File: config.mk
export PLATFORM = sky130hd
export DESIGN_NAME = acp_burst_writer
export DESIGN_NICKNAME = d
export VERILOG_FILES = /design/src/rtl/acp_burst_writer.sv
export SDC_FILE = /design/constraint.sdc
export NUM_CORES = 1
export LEC_CHECK = 0
export ABC_AREA = 1
export BUFFER_PORTS_ARGS = -buffer_cell sky130_fd_sc_hd__buf_4
export CORE_MARGIN = 3
export CORE_UTILIZATION = 44
export DETAILED_ROUTE_END_ITERATION = 8
export GPL_ROUTABILITY_DRIVEN = 0
export PLACE_DENSITY = 0.69
export SLEW_MARGIN = 25
export SYNTH_ARGS = -nofsm -noshare
export SYNTH_HDL_FRONTEND = slang
export SYNTH_SLANG_ARGS = --single-unit
File: constraint.sdc
create_clock -name clk -period 11.1 [get_ports clk]
set_input_delay 0.555 -clock clk [delete_from_list [all_inputs] [get_ports clk]]
set_output_delay 0.555 -clock clk [all_outputs]
set_load 0.01 [all_outputs]
File: src/rtl/acp_burst_writer.sv
// Moves a block from the stream BRAM into HPS memory through the f2h AXI3 slave using ACP-coherent writes.
// Transfers are split into INCR bursts of at most 16 beats. No burst crosses a 4 KB page.
module acp_burst_writer #(
    parameter int         BRAM_AW   = 10,
    parameter int         RD_LAT    = 1,
    parameter logic [7:0] AXI_ID    = 8'h00,
    parameter logic [3:0] ACP_CACHE = 4'b1111
) (
    input  logic               clk,
    input  logic               reset,
    input  logic [31:0]        cfg_addr,
    input  logic [31:0]        cfg_len,
    input  logic               cfg_start,
    output logic               sts_busy,
    output logic               sts_done,
    output logic               sts_err,
    output logic               bram_rd_en,
    output logic [BRAM_AW-1:0] bram_rd_addr,
    input  logic [127:0]       bram_rd_data,
    output logic [31:0]        awaddr,
    output logic [3:0]         awlen,
    output logic [2:0]         awsize,
    output logic [1:0]         awburst,
    output logic [1:0]         awlock,
    output logic [2:0]         awprot,
    output logic [3:0]         awcache,
    output logic [4:0]         awuser,
    output logic [7:0]         awid,
    output logic               awvalid,
    input  logic               awready,
    output logic [127:0]       wdata,
    output logic [15:0]        wstrb,
    output logic [7:0]         wid,
    output logic               wlast,
    output logic               wvalid,
    input  logic               wready,
    input  logic [7:0]         bid,
    input  logic [1:0]         bresp,
    input  logic               bvalid,
    output logic               bready
);

    localparam int          BW      = BRAM_AW + 1;
    localparam logic [32:0] MAX_LEN = 33'(1) << (BRAM_AW + 4);

    typedef enum logic [2:0] {
        S_IDLE,
        S_CHECK,
        S_AW,
        S_W,
        S_B,
        S_FIN
    } state_t;

    state_t             state_q, state_d;
    logic               start_prev_q;
    logic               start_edge;
    logic [31:0]        addr_q;
    logic [31:0]        len_q;
    logic [BW-1:0]      beats_left_q;
    logic [4:0]         burst_beats_q;
    logic [3:0]         awlen_q;
    logic [4:0]         reads_q;
    logic [4:0]         sent_q;
    logic [BRAM_AW-1:0] rd_addr_q;
    logic [RD_LAT-1:0]  pipe_q;
    logic [127:0]       fifo_mem [2];
    logic               wr_ptr_q;
    logic               rd_ptr_q;
    logic [1:0]         fifo_cnt_q;
    logic [2:0]         inflight;
    logic [2:0]         pending;
    logic               push;
    logic               pop;
    logic               cfg_zero;
    logic               cfg_bad;
    logic [4:0]         next_beats;
    logic               unused_bid;

    // Burst size limit: 16 beats, the remaining beats, or the beats left before the next 4 KB page.
    function automatic logic [4:0] burst_calc(input logic [11:0] page_off, input logic [BW-1:0] left);
        logic [12:0] room_bytes;
        logic [8:0]  room;
        logic [4:0]  n;
        room_bytes = 13'h1000 - {1'b0, page_off};
        room       = room_bytes[12:4];
        n          = 5'd16;
        if (left < BW'(16))
            n = 5'(left);
        if (room < 9'(n))
            n = 5'(room);
        return n;
    endfunction

    assign start_edge = cfg_start & ~start_prev_q;
    assign cfg_zero   = (len_q == 32'd0);
    assign cfg_bad    = (addr_q[3:0] != 4'd0) || (len_q[3:0] != 4'd0) || ({1'b0, len_q} > MAX_LEN);
    assign next_beats = burst_calc(addr_q[11:0], beats_left_q);

    assign push    = pipe_q[RD_LAT-1];
    assign wvalid  = (fifo_cnt_q != 2'd0);
    assign pop     = wvalid & wready;
    assign wlast   = wvalid && (sent_q == burst_beats_q - 5'd1);
    assign wdata   = fifo_mem[rd_ptr_q];
    assign wstrb   = 16'hFFFF;
    assign wid     = AXI_ID;

    assign awaddr  = addr_q;
    assign awlen   = awlen_q;
    assign awsize  = 3'b100;
    assign awburst = 2'b01;
    assign awlock  = 2'b00;
    assign awprot  = 3'b000;
    assign awcache = ACP_CACHE;
    assign awuser  = 5'b00001;
    assign awid    = AXI_ID;
    assign awvalid = (state_q == S_AW);
    assign bready  = (state_q == S_B);

    assign bram_rd_addr = rd_addr_q;
    assign unused_bid   = ^bid;

    // Reads are issued only while FIFO entries plus reads in flight stay within the two FIFO slots.
    // A pop in the same cycle frees one slot, which keeps W beats at full rate.
    always_comb begin
        inflight = '0;
        for (int i = 0; i < RD_LAT; i++)
            inflight = inflight + 3'(pipe_q[i]);
        pending    = {1'b0, fifo_cnt_q} + inflight;
        bram_rd_en = (state_q == S_W) && (reads_q < burst_beats_q) &&
                     ((pending < 3'd2) || ((pending == 3'd2) && pop));
    end

    // NOTE: every combinational output gets a default first, so no path through the case can infer a latch.
    always_comb begin
        state_d = state_q;
        case (state_q)
            S_IDLE:  if (start_edge) state_d = S_CHECK;
            S_CHECK: state_d = (cfg_zero || cfg_bad) ? S_FIN : S_AW;
            S_AW:    if (awready) state_d = S_W;
            S_W:     if (pop && wlast) state_d = S_B;
            S_B: begin
                if (bvalid)
                    state_d = ((bresp != 2'b00) || (beats_left_q == '0)) ? S_FIN : S_AW;
            end
            S_FIN:   state_d = S_IDLE;
            default: state_d = S_IDLE;
        endcase
    end

    // NOTE: sequential state uses non-blocking assignments only, so every register samples pre-edge values.
    always_ff @(posedge clk) begin
        if (reset) begin
            state_q       <= S_IDLE;
            // A level that is already high when reset releases does not start a transfer.
            start_prev_q  <= 1'b1;
            addr_q        <= '0;
            len_q         <= '0;
            beats_left_q  <= '0;
            burst_beats_q <= '0;
            awlen_q       <= '0;
            reads_q       <= '0;
            sent_q        <= '0;
            rd_addr_q     <= '0;
            pipe_q        <= '0;
            wr_ptr_q      <= 1'b0;
            rd_ptr_q      <= 1'b0;
            fifo_cnt_q    <= '0;
            sts_busy      <= 1'b0;
            sts_done      <= 1'b0;
            sts_err       <= 1'b0;
        end else begin
            state_q      <= state_d;
            start_prev_q <= cfg_start;

            case (state_q)
                S_IDLE: begin
                    if (start_edge) begin
                        addr_q       <= cfg_addr;
                        len_q        <= cfg_len;
                        beats_left_q <= cfg_len[BRAM_AW+4:4];
                        rd_addr_q    <= '0;
                        sts_busy     <= 1'b1;
                        sts_done     <= 1'b0;
                        sts_err      <= 1'b0;
                    end
                end
                S_CHECK: begin
                    if (!cfg_zero && cfg_bad) begin
                        sts_err <= 1'b1;
                    end else if (!cfg_zero) begin
                        burst_beats_q <= next_beats;
                        awlen_q       <= 4'(next_beats - 5'd1);
                    end
                end
                S_AW: begin
                    if (awready) begin
                        addr_q       <= addr_q + (32'(burst_beats_q) << 4);
                        beats_left_q <= beats_left_q - BW'(burst_beats_q);
                        reads_q      <= '0;
                        sent_q       <= '0;
                    end
                end
                S_B: begin
                    if (bvalid && (bresp != 2'b00)) begin
                        sts_err <= 1'b1;
                    end else if (bvalid && (beats_left_q != '0)) begin
                        burst_beats_q <= next_beats;
                        awlen_q       <= 4'(next_beats - 5'd1);
                    end
                end
                S_FIN: begin
                    sts_busy <= 1'b0;
                    sts_done <= 1'b1;
                end
                default: ;
            endcase

            if (bram_rd_en) begin
                rd_addr_q <= rd_addr_q + 1'b1;
                reads_q   <= reads_q + 5'd1;
            end
            if (pop)
                sent_q <= sent_q + 5'd1;

            pipe_q[0] <= bram_rd_en;
            for (int i = 1; i < RD_LAT; i++)
                pipe_q[i] <= pipe_q[i-1];

            if (push)
                wr_ptr_q <= ~wr_ptr_q;
            if (pop)
                rd_ptr_q <= ~rd_ptr_q;
            case ({push, pop})
                2'b10:   fifo_cnt_q <= fifo_cnt_q + 2'd1;
                2'b01:   fifo_cnt_q <= fifo_cnt_q - 2'd1;
                default: fifo_cnt_q <= fifo_cnt_q;
            endcase
        end
    end

    // NOTE: the data slots are not reset; the occupancy count alone decides whether an entry is valid.
    always_ff @(posedge clk) begin
        if (push)
            fifo_mem[wr_ptr_q] <= bram_rd_data;
    end

endmodule

==> results.rst, run 1 <==
.. list-table::
   :header-rows: 1

   * - Metric
     - Value
   * - Run status
     - complete, no violations
   * - Switching power of the nets
     - 1.083 mW
   * - Synthesis-stage register bit count
     - between 300 and 400
   * - Vias in the first global route
     - between 10000 and 15000
   * - Maximum number of pins on one net before global-route repair
     - slightly below 80
   * - Fraction of power consumed by sequential logic
     - 43.9%
   * - Number of levels the H-tree was split into
     - 2
   * - Switching Fraction
     - 28.97%
   * - Hold-critical path depth
     - 1
   * - CP max stage cell
     - buf_4
   * - Worst-case register-to-register setup slack
     - 7.78 ns
   * - Register area
     - 10030 µm²
   * - Share of final-layout standard cells stronger than drive strength 1
     - 33.47%
   * - Top cells by area, synth
     - edfxtp_1, dfxtp_1, mux2_2, nand2_1, nor2_1
   * - CTS Root Buffer Type
     - clkbuf_16
   * - Primary FF master, synth
     - edfxtp_1
   * - Vias per inst
     - 5.099
   * - Combinational fraction of design power
     - 20.4%
   * - Effective utilization at floorplan
     - 44.71%
   * - CTS tree
     - done
   * - Most frequent cells after synthesis
     - edfxtp_1, nand2_1, nor2_1
   * - Fin Clk Skew
     - between 0.009 and 0.01 ns
   * - Highest ir drop seen on vdd
     - 0.0001159 V
   * - Clock Sink Count
     - 373
   * - Die width
     - 199.1 µm
   * - Number of I/O pins
     - 441
   * - Post-route clock period utilization
     - 31.94%
   * - Area used by multi-input combinational logic
     - 5620 µm²
   * - Post-synthesis cell area
     - 16410 µm²
   * - Placed wire-length estimate
     - 29.34 mm
   * - Final ANT Viol Nets
     - 0
   * - Final Setup Violations
     - 0
   * - Launch instance of the worst register-to-register path
     - state_q[1]
   * - Average routed wire per standard cell
     - 17.73 µm
   * - Relative slew slack
     - between 30% and 40%
   * - Leakage
     - roughly 8.2 nW
   * - Synth Warn #
     - 0
   * - Final sum of negative setup slack
     - 0 ns
   * - Internal power of the cells
     - approximately 2.7 mW
   * - Final-report max-slew violation count
     - 0
   * - Floorplan die area
     - slightly below 40000 µm²
   * - Highest Clock Rate
     - 282.0 MHz
   * - Final-layout fill cell count
     - ~3100
   * - Total congestion overflow
     - 0
   * - Max Buffers Root-to-Sink
     - 3
   * - Delay of the slowest cell on the worst path
     - 0.88 ns
   * - Pwr dens
     - 179.6 nW/µm²
   * - Async set-or-reset flop fraction in the synthesized netlist
     - 0%
   * - Average size of a mapped cell
     - 11.09 µm²
   * - Post-synth EDFFs
     - around 260
   * - Vertical die dimension
     - around 200 µm
   * - Number of input and output port buffers inserted
     - 381
   * - Antenna violations before repair
     - 4
   * - Critical path data arrival time
     - 2.99 ns
   * - Post-layout net count
     - 2094
   * - GRT Overall Usage
     - 19.85%
   * - Clock transition at the registers of the reported paths
     - roughly 0.06 ns
   * - Tightest Hold Check Type
     - input pin to register
   * - Detailed Routing Iterations Pass 1
     - 5
   * - Clk Latency, worst-skew pair
     - between 0.5 and 0.6 ns
   * - Minimum clock period
     - 3.546 ns
   * - Critical path, cell by cell
     - buf_4, mux2_2, buf_4
   * - Critical path capture point type
     - output port
   * - Core Rows
     - 70
   * - Count of cells resized by post-cts repair
     - 0
   * - Post-synth cell types
     - 48
   * - Hold_sp
     - bram_rd_data[63]
   * - Area growth from synthesis to final layout
     - 26.89%
   * - Via count of the routed design
     - around 12000
   * - Most common cell on crit path
     - buf_4
   * - Most repeated cell in the gate-level netlist after synthesis
     - edfxtp_1
   * - Cts hold-fix bufs
     - 0
   * - R2r endpoint
     - beats_left_q[3]
   * - Worst R2R Path Depth
     - 10
   * - Max-cap viol count
     - 0
   * - Slew @ Worst Pin
     - 1.048 ns
   * - Final core occ
     - 56.74%
   * - Number of buffers inserted by post-CTS setup repair
     - 0
   * - Number of standard cells after synthesis
     - roughly 1500
   * - Final routed wirelength across all metal layers
     - 41.85 mm
   * - Endpoint of the worst hold-timing path
     - fifo_mem[0][63]
   * - Initial drt markers
     - ~620
   * - Worst endpoint required time
     - about 11 ns
   * - Number of failing hold endpoints at the final stage
     - 0
   * - RSZ-0062 raised after global routing
     - false
   * - Sequential-to-total area share from yosys stat
     - 61.13%
   * - Core outline area
     - 36700 µm²
   * - Startpoint class of the critical path
     - register
   * - First-pass GRT wire length
     - 61.92 mm
   * - Fraction of power consumed by the clock network
     - about 36%
   * - Top fanout value on the critical path
     - 76
   * - DRC
     - 0
   * - Num CTS Buffers
     - 42
   * - Post-synth top area cell
     - edfxtp_1
   * - Category of the most critical setup path
     - register to output port
   * - Post-synth top area share
     - 46.85%
-- worst max-delay path, delay by kind of cell, from the launching register on --
| kind | cells | cell delay, ns |
|---|---|---|
| flops | 1 | 0.81 |
| buf+inv | 2 | 1.04 |
| mux | 1 | 0.47 |
-- final cells by class --
class                      count  area share (%)
antenna                        2         0.02404
clock buffer                  53           5.396
multi-input combinational    965           26.99
inverter                      88           1.604
clock inverter                25           1.028
timing repair buffer         387           13.95
tap                          468           2.812
sequential                   373           48.19
-- worst max path at each step --
stage	end	slack (ns)	depth (start not counted)	from
after global routing	wdata[11]	7.44	3	register
after detailed placement	beats_left_q[8]	7.57	11	cfg_start
after global placement	awaddr[10]	7.67	10	cfg_start
after floorplan	fifo_mem[0][0]	4.73	2	pipe_q
final	wdata[74]	7.55	3	register
after CTS	wdata[74]	7.51	3	register
-- per-stage QoR --
step                area [µm²]  power [mW]  worst slack [ns]  hold slack, ns  instances
global route             20820       3.941             7.436          0.1520       2360
global placement         19480       2.412             7.668          0.4271       2281
detailed placement       19480       2.432             7.574          0.4346       2281
floorplan                16590       2.185             4.725          0.4255       1529
finish                   20820       3.740             7.554          0.1778       2361
CTS                      20820       3.783             7.514          0.1404       2359
-- power groups by stage --
stage	Sequential, mW	Combinational, mW	Clock [mW]
global route	1.65	0.861	1.43
global placement	1.67	0.746	0
detailed placement	1.67	0.763	0
floorplan	1.66	0.523	0
CTS	1.64	0.767	1.38
finish	1.64	0.763	1.34
-- flip-flops by register name, indices dropped and copies added, names as in the netlist, named ones only --
name,cells
fifo_mem,256
awaddr,32
len_q,32
beats_left_q,11
bram_rd_addr,10
burst_beats_q,5
reads_q,5
sent_q,5
awlen,4
state_q,3
fifo_cnt_q,2
pipe_q,1
rd_ptr_q,1
start_prev_q,1
sts_busy,1
sts_done,1
sts_err,1
wr_ptr_q,1
-- cells in the final DEF (no fill, tap or decap), types with 3 or more instances in the layout --
cell type,n
o21ai_0,76
nand2_2,10
nand4_1,13
clkinv_2,11
nand3b_1,8
inv_1,75
ha_1,27
xor2_1,5
nor3_1,13
inv_2,11
o31ai_1,3
a21oi_2,7
nor2_4,5
nor2_1,165
nand2_1,222
a211oi_1,8
or2_2,8
conb_1,51
o211ai_1,7
mux2_2,128
buf_4,387
a31oi_1,5
xnor2_1,7
nand3_1,69
nor4_1,3
clkbuf_16,43
a21oi_1,89
edfxtp_1,256
o21ai_1,8
dfxtp_1,116
clkbuf_1,9
clkinv_1,9
bufinv_16,3
or2_0,3
nor2_2,7
-- cells by family (layout without fill, tap and decap cells) --
kind of cell	Yosys count	in the layout	synth area share [%]
other	2	53	0.04577
AND/OR/NAND/NOR	532	532	14.05
buffers and inverters	191	553	5.788
flip-flops	373	373	61.13
XOR/XNOR	12	12	0.6405
adder cells (fa/ha/maj)	29	29	2.303
AO/OA/AOI/OAI	213	213	7.259
multiplexers	128	128	8.784
-- per-layer routing --
layer	track usage, %	wire, µm	vias to the layer above	share of wire, %
met1	24.62	16650	5719	40
met3	5.362	3849	62	9.2
li1	-	-	5827	-
met4	6.767	952	6	2.3
met5	0	32	-	0.076
met2	33.74	20370	424	49
(Power assumes the default switching activity.)
==> run 2: changes to the inputs <==
==> constraint.sdc (replaced) <==
create_clock -name clk -period 3.5 [get_ports clk]
set_input_delay 0.175 -clock clk [delete_from_list [all_inputs] [get_ports clk]]
set_output_delay 0.175 -clock clk [all_outputs]
set_load 0.01 [all_outputs]
==> run 2 against run 1 <==
  * Worst hold slack lost 0.14 ns
  * Cell count up 8.6%
  * Setup slack lost 7.0 ns
  * Sequential power increased to 3.2 times the previous value
  * Non-clock buffer count is 198 higher
  * Critical path depth grew 14
  * Critical path type is now register to register
  * Largest power group unchanged
==> results.rst, run 2 (synthesis gave the netlist of run 1 again) <==
.. list-table::
   :header-rows: 1

   * - Metric
     - Value
   * - Detailed Routing Iterations Pass 1
     - 7 (+2)
   * - Fin Clk Skew
     - 0.01995 ns (+0.01024 ns)
   * - Critical path, cell by cell
     - nor2_1, nand2_1, inv_2, nand3b_1, xor2_1, ha_1, nand2_1, inv_1, nand2_1, nand4_1, nor2_2, nand2_2, o21ai_1, nand2_2, ha_1, or2_1, a21oi_2
   * - Clock Sink Count
     - 373 (unchanged)
   * - Startpoint class of the critical path
     - register
   * - CTS Root Buffer Type
     - clkbuf_16
   * - Critical path data arrival time
     - 3.45 ns (+0.46 ns)
   * - CP max stage cell
     - dfxtp_1
   * - Hold_sp
     - cfg_addr[30]
   * - Post-layout worst setup margin
     - 0.5406 ns (-7.014 ns)
   * - Average routed wire per standard cell
     - 18.12 µm (+2.2%)
   * - Floorplan die area
     - 39640 µm² (unchanged)
   * - GRT Overall Usage
     - 22.23% (+2.4 points)
   * - Num CTS Buffers
     - 42 (unchanged)
   * - Family of cells with the greatest summed delay on the critical path
     - simple AND/OR/NAND/NOR gates
   * - Top metal layer carrying routed signals
     - met4
   * - RSZ-0062 raised after global routing
     - false
   * - Max-cap viol count
     - 0 (unchanged)
   * - Fraction of power consumed by the clock network
     - 35.5% (-0.2 points)
   * - Delay of the slowest cell on the worst path
     - 0.33 ns (-0.55 ns)
   * - Switching Fraction
     - 29.72% (+0.75 points)
   * - Leading cell types in the layout, fill and taps excluded
     - buf_4, edfxtp_1, nand2_1, dlygate4sd3_1, nor2_1
   * - Clock transition at the registers of the reported paths
     - 0.06 ns (about the same)
   * - Effective utilization at floorplan
     - 44.71% (unchanged)
   * - Tightest Hold Check Type
     - input pin to register
   * - Max Buffers Root-to-Sink
     - 3 (unchanged)
   * - CTS tree
     - done
   * - Highest Clock Rate
     - roughly 340 MHz
   * - Fraction of power consumed by sequential logic
     - 42.6% (-1.3 points)
   * - Pre-CTS worst setup slack
     - 0.6066 ns (-6.967 ns)
   * - Core outline area
     - 36700 µm² (unchanged)
   * - Post-route clock period utilization
     - ~85%
   * - Launch instance of the worst register-to-register path
     - awaddr[0]
   * - Initial drt markers
     - 670 (+7.7%)
   * - Met1 WL
     - 18.45 mm (+11%)
   * - Buffers and inverters on the worst path
     - 2 (unchanged)
   * - Top fanout value on the critical path
     - 9 (-88%)
   * - Hold WS
     - 0.03737 ns (-0.1404 ns)
   * - Final core occ
     - 62.35% (+5.6 points)
   * - Maximum number of pins on one net before global-route repair
     - 118 (+53%)
   * - Hold-critical path depth
     - 5 (+4)
   * - Count of cells resized by post-cts repair
     - 0 (unchanged)
   * - R2r endpoint
     - awlen[1]
   * - Number of failing hold endpoints at the final stage
     - 0 (unchanged)
   * - Largest register FFs
     - 256 (unchanged)
   * - Final Setup Violations
     - 0 (unchanged)
   * - Core Rows
     - 70 (unchanged)
   * - Post-layout net count
     - 2292 (+9.5%)
   * - Internal power of the cells
     - 8.608 mW (+220%)
   * - Die width
     - 199.1 µm (unchanged)
   * - Minimum clock period
     - around 3.0 ns
   * - Vias per inst
     - 5.107 (+0.17%)
   * - Combinational fraction of design power
     - 21.9% (+1.5 points)
   * - Endpoint of the worst hold-timing path
     - awaddr[30]
   * - Critical path capture point type
     - register
   * - Final sum of negative setup slack
     - 0 ns (unchanged)
   * - Via count of the routed design
     - 13100 (+8.8%)
   * - Pwr dens
     - 535.2 nW/µm² (+200%)
   * - Final instance area
     - 22880 µm² (+9.9%)
   * - DRC
     - 0 (unchanged)
   * - Register containing the most flip-flops in the final layout
     - fifo_mem
   * - Slew @ Worst Pin
     - 1.006 ns (-0.04163 ns)
   * - Vias in the first global route
     - 12914 (+11%)
   * - Final routed wirelength across all metal layers
     - 46.48 mm (+11%)
   * - Placed Cells incl. Taps
     - 2288 (+0.31%)
   * - Met3 wire length
     - 3.599 mm (-6.5%)
   * - Worst endpoint required time
     - 3.99 ns (-6.56 ns)
   * - Wire length on met2
     - 23.19 mm (+14%)
   * - Vertical die dimension
     - 199.1 µm (unchanged)
   * - Run status
     - complete, no violations
   * - Layout Cells excl Fill
     - 2565 (+8.6%)
   * - Share of final-layout standard cells stronger than drive strength 1
     - 30.76% (-2.7 points)
   * - Relative slew slack
     - 32.92% (+2.8 points)
   * - Area growth from synthesis to final layout
     - 39.45%
   * - Total congestion overflow
     - 0 (unchanged)
   * - Final-report max-slew violation count
     - 0 (unchanged)
   * - Critical Path Start
     - awaddr[0]
   * - Final ANT Viol Nets
     - 0 (unchanged)
   * - Antenna violations before repair
     - 10 (+6)
   * - Most common cell on crit path
     - nand2_1
   * - Clk Latency, worst-skew pair
     - 0.57 ns (about the same)
   * - Switching power of the nets
     - 3.640 mW (+240%)
   * - Number of I/O pins
     - 441 (unchanged)
   * - Highest ir drop seen on vdd
     - 0.0003709 V (+220%)
   * - Number of input and output port buffers inserted
     - 381 (unchanged)
   * - Most common library cell in the layout ignoring fill and taps
     - buf_4
   * - Worst-case register-to-register setup slack
     - 0.54 ns (-7.24 ns)
   * - Category of the most critical setup path
     - register to register
   * - Leakage
     - 9.008 nW (+10%)
   * - Worst R2R Path Depth
     - 17 (+7)
   * - Number of levels the H-tree was split into
     - 2 (unchanged)
   * - Placed wire-length estimate
     - 30.05 mm (+2.4%)
   * - Cell area after placement
     - 19580 µm² (+0.53%)
   * - Pwr Total
     - 12.25 mW (+230%)
   * - First-pass GRT wire length
     - 69.45 mm (+12%)
-- run 2: worst max-delay path by stage --
stage | endpoint | slack [ns] | cells after the start
6_report | awlen[1] | 0.54 | 17
5_1_grt | awlen[1] | 0.33 | 17
4_1_cts | awlen[1] | 0.60 | 17
3_3_place_gp | awlen[1] | 0.69 | 17
3_5_place_dp | awlen[1] | 0.61 | 17
2_1_floorplan | fifo_mem[1][0] | 0.09 | 2
-- run 2: layer usage --
metal	up-vias	track usage [%]
met5	-	0
li1	6221	-
met2	462	39.19
met3	79	4.957
met4	0	7.470
met1	6338	27.08
-- run 2: cell type report --
| class | count | area, µm² |
|---|---|---|
| Tap cell | 468 | 585.6 |
| Antenna cell | 10 | 25.02 |
| Clock inverter | 29 | 295.3 |
| Clock buffer | 47 | 1070 |
| Sequential cell | 373 | 10030 |
| Timing Repair Buffer | 585 | 4920 |
| Fill cell | 2810 | 13820 |
| Multi-Input combinational cell | 965 | 5620 |
| Inverter | 88 | 332.8 |
-- run 2: worst min-delay path: stages --
cell and delay, ns:
buf_4 0.08, nor2_1 0.04, nor2_1 0.11, nand2_1 0.06, a21oi_1 0.10
-- run 2: power groups by stage --
stage | logic [mW] | registers [mW] | clock network, mW
5_1_grt | 3.00 | 5.25 | 4.60
3_5_place_dp | 2.47 | 5.30 | 0
4_1_cts | 2.67 | 5.21 | 4.44
2_1_floorplan | 1.66 | 5.26 | 0
3_3_place_gp | 2.39 | 5.29 | 0
6_report | 2.69 | 5.22 | 4.34
-- run 2: repair_timing --
action	CTS	global route
setup buffers	0	0
hold buffers	191	0
endpoints found under the hold margin	328	0
